--- config.mk ---
export PLATFORM = sky130hd
export DESIGN_NAME = lfsr_stream_flat
export DESIGN_NICKNAME = d
export VERILOG_FILES = /design/src/rtl/lfsr_stream_if.sv /design/src/rtl/lfsr_stream.sv /design/src/flat_wrapper.sv
export SDC_FILE = /design/constraint.sdc
export NUM_CORES = 1
export LEC_CHECK = 0
export CAP_MARGIN = 20
export CORE_ASPECT_RATIO = 1.2
export CORE_MARGIN = 5
export CORE_UTILIZATION = 53
export CTS_BUF_LIST = sky130_fd_sc_hd__clkbuf_8
export CTS_CLUSTER_SIZE = 28
export DETAILED_ROUTE_END_ITERATION = 10
export PLACE_DENSITY_LB_ADDON = 0.25
export SKIP_CTS_REPAIR_TIMING = 1
export SLEW_MARGIN = 10
export SYNTH_ARGS = -nofsm -noshare
export SYNTH_HDL_FRONTEND = slang
export SYNTH_SLANG_ARGS = --single-unit
--- constraint.sdc ---
create_clock -name clk_i -period 2.2 [get_ports clk_i]
set_input_delay 0.44 -clock clk_i [delete_from_list [all_inputs] [get_ports clk_i]]
set_output_delay 0.44 -clock clk_i [all_outputs]
set_load 0.05 [all_outputs]
--- src/rtl/lfsr_stream_if.sv ---
// Stream bundle for lfsr_stream: control/seed inputs plus the word, state and status outputs.
interface lfsr_stream_if #(
  parameter int unsigned N = 32,
  parameter int unsigned W = 1
);
  logic         load;
  logic [N-1:0] seed;
  logic         en;
  logic         ready;
  logic         valid;
  logic [W-1:0] data;
  logic [N-1:0] state;
  logic         lockup;
  logic         wrap;

  modport master (
    output load, seed, en, ready,
    input  valid, data, state, lockup, wrap
  );

  modport slave (
    input  load, seed, en, ready,
    output valid, data, state, lockup, wrap
  );
endinterface

--- src/rtl/lfsr_stream.sv ---
// XNOR Fibonacci LFSR that advances W steps per accepted word and streams them over valid/ready,
// with seed load, all-ones lock-up rejection and period-wrap flagging.
module lfsr_stream #(
  parameter int unsigned N = 32,
  parameter int unsigned W = 1
) (
  input logic          clk_i,
  input logic          rst_n_i,
  lfsr_stream_if.slave bus
);

  if (N < 3 || N > 32) begin : g_bad_n
    $error("lfsr_stream: N must be within 3..32");
  end
  if (W < 1 || W > N) begin : g_bad_w
    $error("lfsr_stream: W must be within 1..N");
  end

  function automatic logic [31:0] tap_bit(int unsigned i);
    return 32'(1) << i;
  endfunction

  function automatic logic [31:0] tap_mask(int unsigned n);
    logic [31:0] m;
    m = '0;
    case (n)
      3:  m = tap_bit(2)  | tap_bit(1);
      4:  m = tap_bit(3)  | tap_bit(2);
      5:  m = tap_bit(4)  | tap_bit(2);
      6:  m = tap_bit(5)  | tap_bit(4);
      7:  m = tap_bit(6)  | tap_bit(5);
      8:  m = tap_bit(7)  | tap_bit(5)  | tap_bit(4)  | tap_bit(3);
      9:  m = tap_bit(8)  | tap_bit(4);
      10: m = tap_bit(9)  | tap_bit(6);
      11: m = tap_bit(10) | tap_bit(8);
      12: m = tap_bit(11) | tap_bit(5)  | tap_bit(3)  | tap_bit(0);
      13: m = tap_bit(12) | tap_bit(3)  | tap_bit(2)  | tap_bit(0);
      14: m = tap_bit(13) | tap_bit(4)  | tap_bit(2)  | tap_bit(0);
      15: m = tap_bit(14) | tap_bit(13);
      16: m = tap_bit(15) | tap_bit(14) | tap_bit(12) | tap_bit(3);
      17: m = tap_bit(16) | tap_bit(13);
      18: m = tap_bit(17) | tap_bit(10);
      19: m = tap_bit(18) | tap_bit(5)  | tap_bit(1)  | tap_bit(0);
      20: m = tap_bit(19) | tap_bit(16);
      21: m = tap_bit(20) | tap_bit(18);
      22: m = tap_bit(21) | tap_bit(20);
      23: m = tap_bit(22) | tap_bit(17);
      24: m = tap_bit(23) | tap_bit(22) | tap_bit(21) | tap_bit(16);
      25: m = tap_bit(24) | tap_bit(21);
      26: m = tap_bit(25) | tap_bit(5)  | tap_bit(1)  | tap_bit(0);
      27: m = tap_bit(26) | tap_bit(4)  | tap_bit(1)  | tap_bit(0);
      28: m = tap_bit(27) | tap_bit(24);
      29: m = tap_bit(28) | tap_bit(26);
      30: m = tap_bit(29) | tap_bit(5)  | tap_bit(3)  | tap_bit(0);
      31: m = tap_bit(30) | tap_bit(27);
      32: m = tap_bit(31) | tap_bit(21) | tap_bit(1)  | tap_bit(0);
      default: m = '0;
    endcase
    return m;
  endfunction

  localparam logic [31:0]  TapMaskFull = tap_mask(N);
  localparam logic [N-1:0] Taps        = TapMaskFull[N-1:0];

  typedef enum logic [1:0] {StIdle, StFill, StValid} fsm_e;

  fsm_e         fsm_q, fsm_d;
  logic [N-1:0] state_q, state_d;
  logic [N-1:0] ref_q, ref_d;
  logic [W-1:0] data_q, data_d;
  logic         lockup_q, lockup_d;
  logic         wrap_q, wrap_d;
  logic [N-1:0] adv;
  logic         step_en;

  // Every tap set has an even number of taps, so the XNOR chain equals the inverted parity.
  always_comb begin
    adv = state_q;
    for (int unsigned i = 0; i < W; i++) begin
      adv = {adv[N-2:0], ~^(adv & Taps)};
    end
  end

  always_comb begin
    fsm_d    = fsm_q;
    state_d  = state_q;
    ref_d    = ref_q;
    data_d   = data_q;
    lockup_d = 1'b0;
    wrap_d   = 1'b0;
    step_en  = 1'b0;
    if (bus.load) begin
      fsm_d = StIdle;
      if (&bus.seed) begin
        state_d  = '0;
        ref_d    = '0;
        lockup_d = 1'b1;
      end else begin
        state_d = bus.seed;
        ref_d   = bus.seed;
      end
    end else begin
      case (fsm_q)
        StIdle:  if (bus.en) fsm_d = StFill;
        StFill: begin
          step_en = 1'b1;
          fsm_d   = StValid;
        end
        StValid: begin
          // Without a handshake the word is held, whatever en does.
          if (bus.ready) begin
            if (bus.en) step_en = 1'b1;
            else        fsm_d   = StIdle;
          end
        end
        default: fsm_d = StIdle;
      endcase
      if (step_en) begin
        state_d = adv;
        data_d  = adv[W-1:0];
        wrap_d  = (adv == ref_q);
      end
    end
  end

  always_ff @(posedge clk_i or negedge rst_n_i) begin
    if (!rst_n_i) begin
      fsm_q    <= StIdle;
      state_q  <= '0;
      ref_q    <= '0;
      data_q   <= '0;
      lockup_q <= 1'b0;
      wrap_q   <= 1'b0;
    end else begin
      fsm_q    <= fsm_d;
      state_q  <= state_d;
      ref_q    <= ref_d;
      data_q   <= data_d;
      lockup_q <= lockup_d;
      wrap_q   <= wrap_d;
    end
  end

  assign bus.valid  = (fsm_q == StValid);
  assign bus.data   = data_q;
  assign bus.state  = state_q;
  assign bus.lockup = lockup_q;
  assign bus.wrap   = wrap_q;

endmodule
--- src/flat_wrapper.sv ---
// flat-port wrapper written by rule: the top's interface ports become plain ports
module lfsr_stream_flat 
#(
  parameter int unsigned N = 32,
  parameter int unsigned W = 1
)
  (clk_i, rst_n_i, bus_load, bus_seed, bus_en, bus_ready, bus_valid, bus_data, bus_state, bus_lockup, bus_wrap);
  lfsr_stream_if #(.N(N), .W(W)) bus_i ();
  input logic clk_i;
  input logic rst_n_i;
  input wire logic [$bits(bus_i.load)-1:0] bus_load;
  input wire logic [$bits(bus_i.seed)-1:0] bus_seed;
  input wire logic [$bits(bus_i.en)-1:0] bus_en;
  input wire logic [$bits(bus_i.ready)-1:0] bus_ready;
  output wire logic [$bits(bus_i.valid)-1:0] bus_valid;
  output wire logic [$bits(bus_i.data)-1:0] bus_data;
  output wire logic [$bits(bus_i.state)-1:0] bus_state;
  output wire logic [$bits(bus_i.lockup)-1:0] bus_lockup;
  output wire logic [$bits(bus_i.wrap)-1:0] bus_wrap;
  assign bus_i.load = bus_load;
  assign bus_i.seed = bus_seed;
  assign bus_i.en = bus_en;
  assign bus_i.ready = bus_ready;
  assign bus_valid = bus_i.valid;
  assign bus_data = bus_i.data;
  assign bus_state = bus_i.state;
  assign bus_lockup = bus_i.lockup;
  assign bus_wrap = bus_i.wrap;
  lfsr_stream #(.N(N), .W(W)) u_core (.clk_i(clk_i), .rst_n_i(rst_n_i), .bus(bus_i));
endmodule
==> impl_metrics.json, run 1 <==
{
  "status": "complete, no violations",
  "clock_latency_ps": 340,
  "routabilityCongestion": 0.8100,
  "critical_path_class": "reg2out",
  "clk_pin_slew_ps": 70,
  "syn_avg_cell_area_um2": 11.79,
  "grt_overflow": 0,
  "ant_nets": 0,
  "synth_area_leader_cell": "dfrtp_1",
  "tns_ps": 0,
  "coreArea_um2": 6406,
  "rsz0062_at_grt": "false",
  "drt-initial-drc-count": 204,
  "yosysMostFrequentCell": "dfrtp_1",
  "cp-start-kind": "register",
  "power_leakage_nw": 2.004,
  "cts.sinks": 69,
  "setup_violations": 0,
  "synthAdderAreaFrac": 0.01449,
  "worstMarginPinSlew_ps": 506.1,
  "antenna_found_initial": 0,
  "grt_usage": 0.2158,
  "post-place-ws_ps": -85.48,
  "final_nets": 408,
  "drc": 0,
  "end_kind": "primary output",
  "syn_inst": 293,
  "synth-async-reset-ratio": 1.000,
  "grt_pass1_vias": 2808,
  "clock_path_buffers": 2,
  "cp.required_ps": 1760,
  "cts_tree": "yes",
  "die_h_um": 98.43,
  "cts_root_buf": "clkbuf_8",
  "yosys-top-cells-area": "dfrtp_1 50%, a221o_1 9.3%, a22o_1 8.1%",
  "worst_hold_path_type": "in2async",
  "synth_top_cells_by_count": "69 x dfrtp_1, 32 x a221o_1, 32 x a22o_1, 32 x xor2_1",
  "synth.distinct_cells": 28,
  "hold_ws_ps": 56.36,
  "clock.fmax_mhz": 471.9,
  "n_antenna_cell": 0,
  "hold_viol_final": 0,
  "critical-path-slowest-cell": "clkdlybuf4s50_1",
  "synth.top_cell.area_share": 0.5000,
  "drtPass1Iterations": 4,
  "seq_area_frac_synth": 0.5000,
  "synthFlopType": "dfrtp_1",
  "io_buffers": 72,
  "syn-num-nets": 334,
  "synth-xor-area-share": 0.08877,
  "r2r_slack_ps": 250,
  "slowest_delay_ps": 850,
  "powerDensity_nw_per_um2": 863.5,
  "cp_max_fo": 5,
  "grt_pass1_wl_um": 13990,
  "h-tree-depth": 3,
  "dieArea_um2": 8237,
  "rows": 32,
  "netlist_area_um2": 3453,
  "cp_data_arrival_time_ps": 1680,
  "synth_compound_area_frac": 0.1891,
  "hpwlAfterDp_um": 6253,
  "path_cells": "clkdlybuf4s50_1",
  "wirelength_um": 8631,
  "vias_per_cell": 5.805,
  "drive_gt1_frac": 0.1559,
  "yosys.area_share.simple": 0.1105,
  "grt_start_max_net_pins": 51,
  "critPathBufInv": 1,
  "fillers": 484,
  "post-route-period-util": 0.9633,
  "cp_top_family": "buffers and inverters",
  "fp.dieW_um": 83.69,
  "vdd_drop_max_mv": 0.5814,
  "synth_top_family_by_area": "compound AO/OA/AOI/OAI gates",
  "slew_violations": 0,
  "ys_warn_count": 0,
  "vias": 2653,
  "power_w": 0.003878,
  "worst_r2r_endpoint": "u_core.bus.state[31]",
  "io_pins": 73,
  "area.growth.synth_to_final_pct": 30.04,
  "slew_headroom": 0.6616,
  "synth_mux_area_frac": 0,
  "rr_worst_depth": 7,
  "cts-buffers-inserted": 9,
  "wire_per_inst_um": 18.89,
  "r2r-start": "u_core.fsm_q[0]",
  "maxCapViolCount": 0,
  "finalClockSkew_ps": 6.049,
  "fin_ws_ps": 80.77,
  "initial_core_util": 0.5391,
  "finalCriticalPeriod_ps": 2119,
  "synth_seq_cells": 69,
  "synth_edf_count": 0
}
-- metrics by stage --
stage               instance area, um2  instances  utilization
floorplan                         3453        293            -
global placement                  4298        441       0.6709
detailed placement                4298        441       0.6709
CTS                               4491        457       0.7010
global route                      4491        457       0.7010
finish                            4491        457       0.7010
-- worst max-delay path by stage --
stage / startpoint / end / slack [ps] / cells past startpoint
after floorplan: u_core.fsm_q[0] / u_core.bus.state[18] / 60 / 7
after global placement: bus_seed[11] / u_core.bus.state[4] / -80 / 7
after detailed placement: bus_seed[13] / u_core.bus.state[10] / -90 / 7
after CTS: u_core.bus.state[21] / bus_state[21] / 60 / 1
after global routing: u_core.bus.state[1] / bus_state[1] / 40 / 1
final: u_core.bus.state[21] / bus_state[21] / 80 / 1
-- cells in the final DEF (no fill, tap or decap), types with 7 or more instances in the layout --
master	instances
a22o_1	32
xor2_1	32
clkdlybuf4s50_1	70
nand4_1	10
clkbuf_8	10
a221o_1	32
and2_1	31
buf_4	34
inv_1	7
dfrtp_1	69
nor4_1	7
-- power by group --
part	switching (W)	leakage, nW	total [W]	internal (W)
combinational	0.000732	1.05	0.00126	0.000532
sequential	0.000174	0.846	0.00160	0.00142
clock	0.000472	0.105	0.00102	0.000543
total	0.00138	2.00	0.00388	0.00250
-- registers in the layout, indices dropped and copies added (netlist names) --
| name | cells |
|---|---|
| u_core.bus.data | 1 |
| u_core.bus.lockup | 1 |
| u_core.bus.state | 32 |
| u_core.bus.wrap | 1 |
| u_core.fsm_q | 2 |
| u_core.ref_q | 32 |
-- logic make-up after synthesis --
logic type                 Yosys count
xor gates and xnor gates            35
DFF                                 69
AOI/OAI and AO/OA                   73
buffers and inverters               52
and+or+nand+nor                     60
adders and majority gates            4
-- layout make-up --
cell class	count	area (um2)	area share
multi-input cells	172	1401	0.3121
flip-flops and latches	69	1727	0.3845
inverters	6	22.52	0.005015
well taps	85	106.4	0.02368
clock inverters	6	55.05	0.01226
clock buffers	10	137.6	0.03065
repair buffers	109	1041	0.2318
-- routing by layer --
| metal | wire (um) | global-route usage | vias up |
|---|---|---|---|
| met5 | 0 | 0 | - |
| met4 | 175 | 0.07797 | 0 |
| met3 | 477 | 0.06355 | 17 |
| met2 | 4273 | 0.3546 | 84 |
| met1 | 3704 | 0.2718 | 1341 |
| li1 | - | - | 1211 |
Note: power is estimated with default switching activity, not from simulation.
==> inputs of run 2 (changes only) <==
--- a/config.mk
+++ b/config.mk
@@ -13,6 +13,7 @@
 export CTS_CLUSTER_SIZE = 28
 export DETAILED_ROUTE_END_ITERATION = 10
 export PLACE_DENSITY_LB_ADDON = 0.25
+export SETUP_SLACK_MARGIN = 0.3
 export SKIP_CTS_REPAIR_TIMING = 1
 export SLEW_MARGIN = 10
 export SYNTH_ARGS = -nofsm -noshare
==> impl_metrics.json, run 2 (synthesis gave the netlist of run 1 again) <==
{
  "routabilityCongestion": 0.8445,
  "wirelength_um": 8955,
  "fp.dieW_um": 83.69,
  "coreArea_um2": 6406,
  "worstMarginPinSlew_ps": 515.9,
  "power_leakage_nw": 2.544,
  "fin_ws_ps": 314.7,
  "drc": 0,
  "clock.fmax_mhz": 530.4,
  "vdd_drop_max_mv": 0.5723,
  "drt-initial-drc-count": 169,
  "ant_nets": 0,
  "clk_pin_slew_ps": 70,
  "drtPass1Iterations": 4,
  "initial_core_util": 0.5391,
  "cp_max_fo": 26,
  "hold_viol_final": 0,
  "n_antenna_cell": 0,
  "maxCapViolCount": 0,
  "die_h_um": 98.43,
  "h-tree-depth": 3,
  "vias": 2680,
  "cp-start-kind": "input port",
  "antenna_found_initial": 0,
  "finalCriticalPeriod_ps": 1885,
  "slew_headroom": 0.6555,
  "post-place-ws_ps": -90.38,
  "hpwlAfterDp_um": 6483,
  "grt_pass1_wl_um": 14080,
  "tns_ps": 0,
  "cp.required_ps": 2420,
  "grt_pass1_vias": 2768,
  "cts-buffers-inserted": 9,
  "wire_per_inst_um": 19.51,
  "slew_violations": 0,
  "cts.sinks": 69,
  "io_pins": 73,
  "end_kind": "register",
  "critical-path-slowest-cell": "clkdlybuf4s50_1",
  "clock_path_buffers": 2,
  "vias_per_cell": 5.839,
  "finalClockSkew_ps": 7.335,
  "grt_start_max_net_pins": 39,
  "rsz0062_at_grt": "false",
  "status": "complete, no violations",
  "grt_overflow": 0,
  "cts_tree": "yes",
  "dieArea_um2": 8237,
  "path_cells": "clkdlybuf4s50_1 -> nand4_1 -> nor4_2 -> buf_4 -> a21oi_4 -> buf_12 -> a221o_1",
  "mostFrequentLayoutCells": "69 x dfrtp_1, 48 x dlymetal6s2s_1, 36 x buf_4",
  "critical_path_class": "in2reg",
  "final_nets": 410,
  "power_w": 0.004038,
  "post-route-period-util": 0.8570,
  "slowest_delay_ps": 500,
  "rows": 32,
  "cts_root_buf": "clkbuf_8",
  "worst_hold_path_type": "in2async",
  "powerDensity_nw_per_um2": 861.8,
  "clock_latency_ps": 340,
  "area.growth.synth_to_final_pct": 35.69,
  "grt_usage": 0.2199,
  "layout_commonest_cell": "dfrtp_1",
  "setup_violations": 0,
  "cp_data_arrival_time_ps": 2100,
  "io_buffers": 72,
  "drive_gt1_frac": 0.1738,
  "fin_util": 0.7314
}
==> run 2: final timing paths <==
check,startpoint,cells past startpoint,slack (ps),to
max,bus_seed[19],7,310,u_core.bus.state[12]
min,rst_n_i,1,20,u_core.bus.state[5]
max in group asynchronous,rst_n_i,2,1620,u_core.bus.state[15]
max reg2reg,u_core.fsm_q[1],7,380,u_core.bus.state[26]
min in group clk_i,bus_seed[4],2,400,u_core.ref_q[4]
min reg2reg,u_core.ref_q[11],1,530,u_core.ref_q[11]
==> run 2: area by class of cell <==
cell class | instances | area, um2
fill | 425 | 1720
inverter | 6 | 22.52
tap | 85 | 106.4
timing repair buffer | 111 | 1176
multi-input combinational | 172 | 1420
clock inverter | 5 | 82.58
clock buffer | 11 | 151.4
sequential | 69 | 1727
==> run 2: critical path: cells and delay by family <==
kind | cells | cell delay, ps
AND/OR/NAND/NOR | 2 | 420
AO/OA/AOI/OAI | 2 | 380
buffers and inverters | 3 | 850
==> run 2: per-stage QoR <==
step / instance area [um2] / hold WS, ps / std cells
2_1_floorplan: 3466 / 144.4 / 293
3_3_place_gp: 4325 / 384.8 / 443
3_5_place_dp: 4325 / 385.1 / 443
4_1_cts: 4559 / 16.39 / 459
5_1_grt: 4686 / 18.58 / 459
6_report: 4686 / 19.94 / 459
==> run 2: layer usage <==
metal | track usage | vias up | share of wire
met3 | 0.05518 | 15 | 0.052
met5 | 0 | - | 0
li1 | - | 1211 | -
met2 | 0.3637 | 93 | 0.52
met4 | 0.09282 | 0 | 0.024
met1 | 0.2750 | 1361 | 0.41
==> run 2: where the power goes <==
group	leakage (nW)	internal, W	total [W]	switching [W]
Sequential	0.846	0.00142	0.00160	0.000176
Clock	0.108	0.000700	0.00117	0.000473
Combinational	1.59	0.000524	0.00126	0.000741
Total	2.54	0.00265	0.00404	0.00139
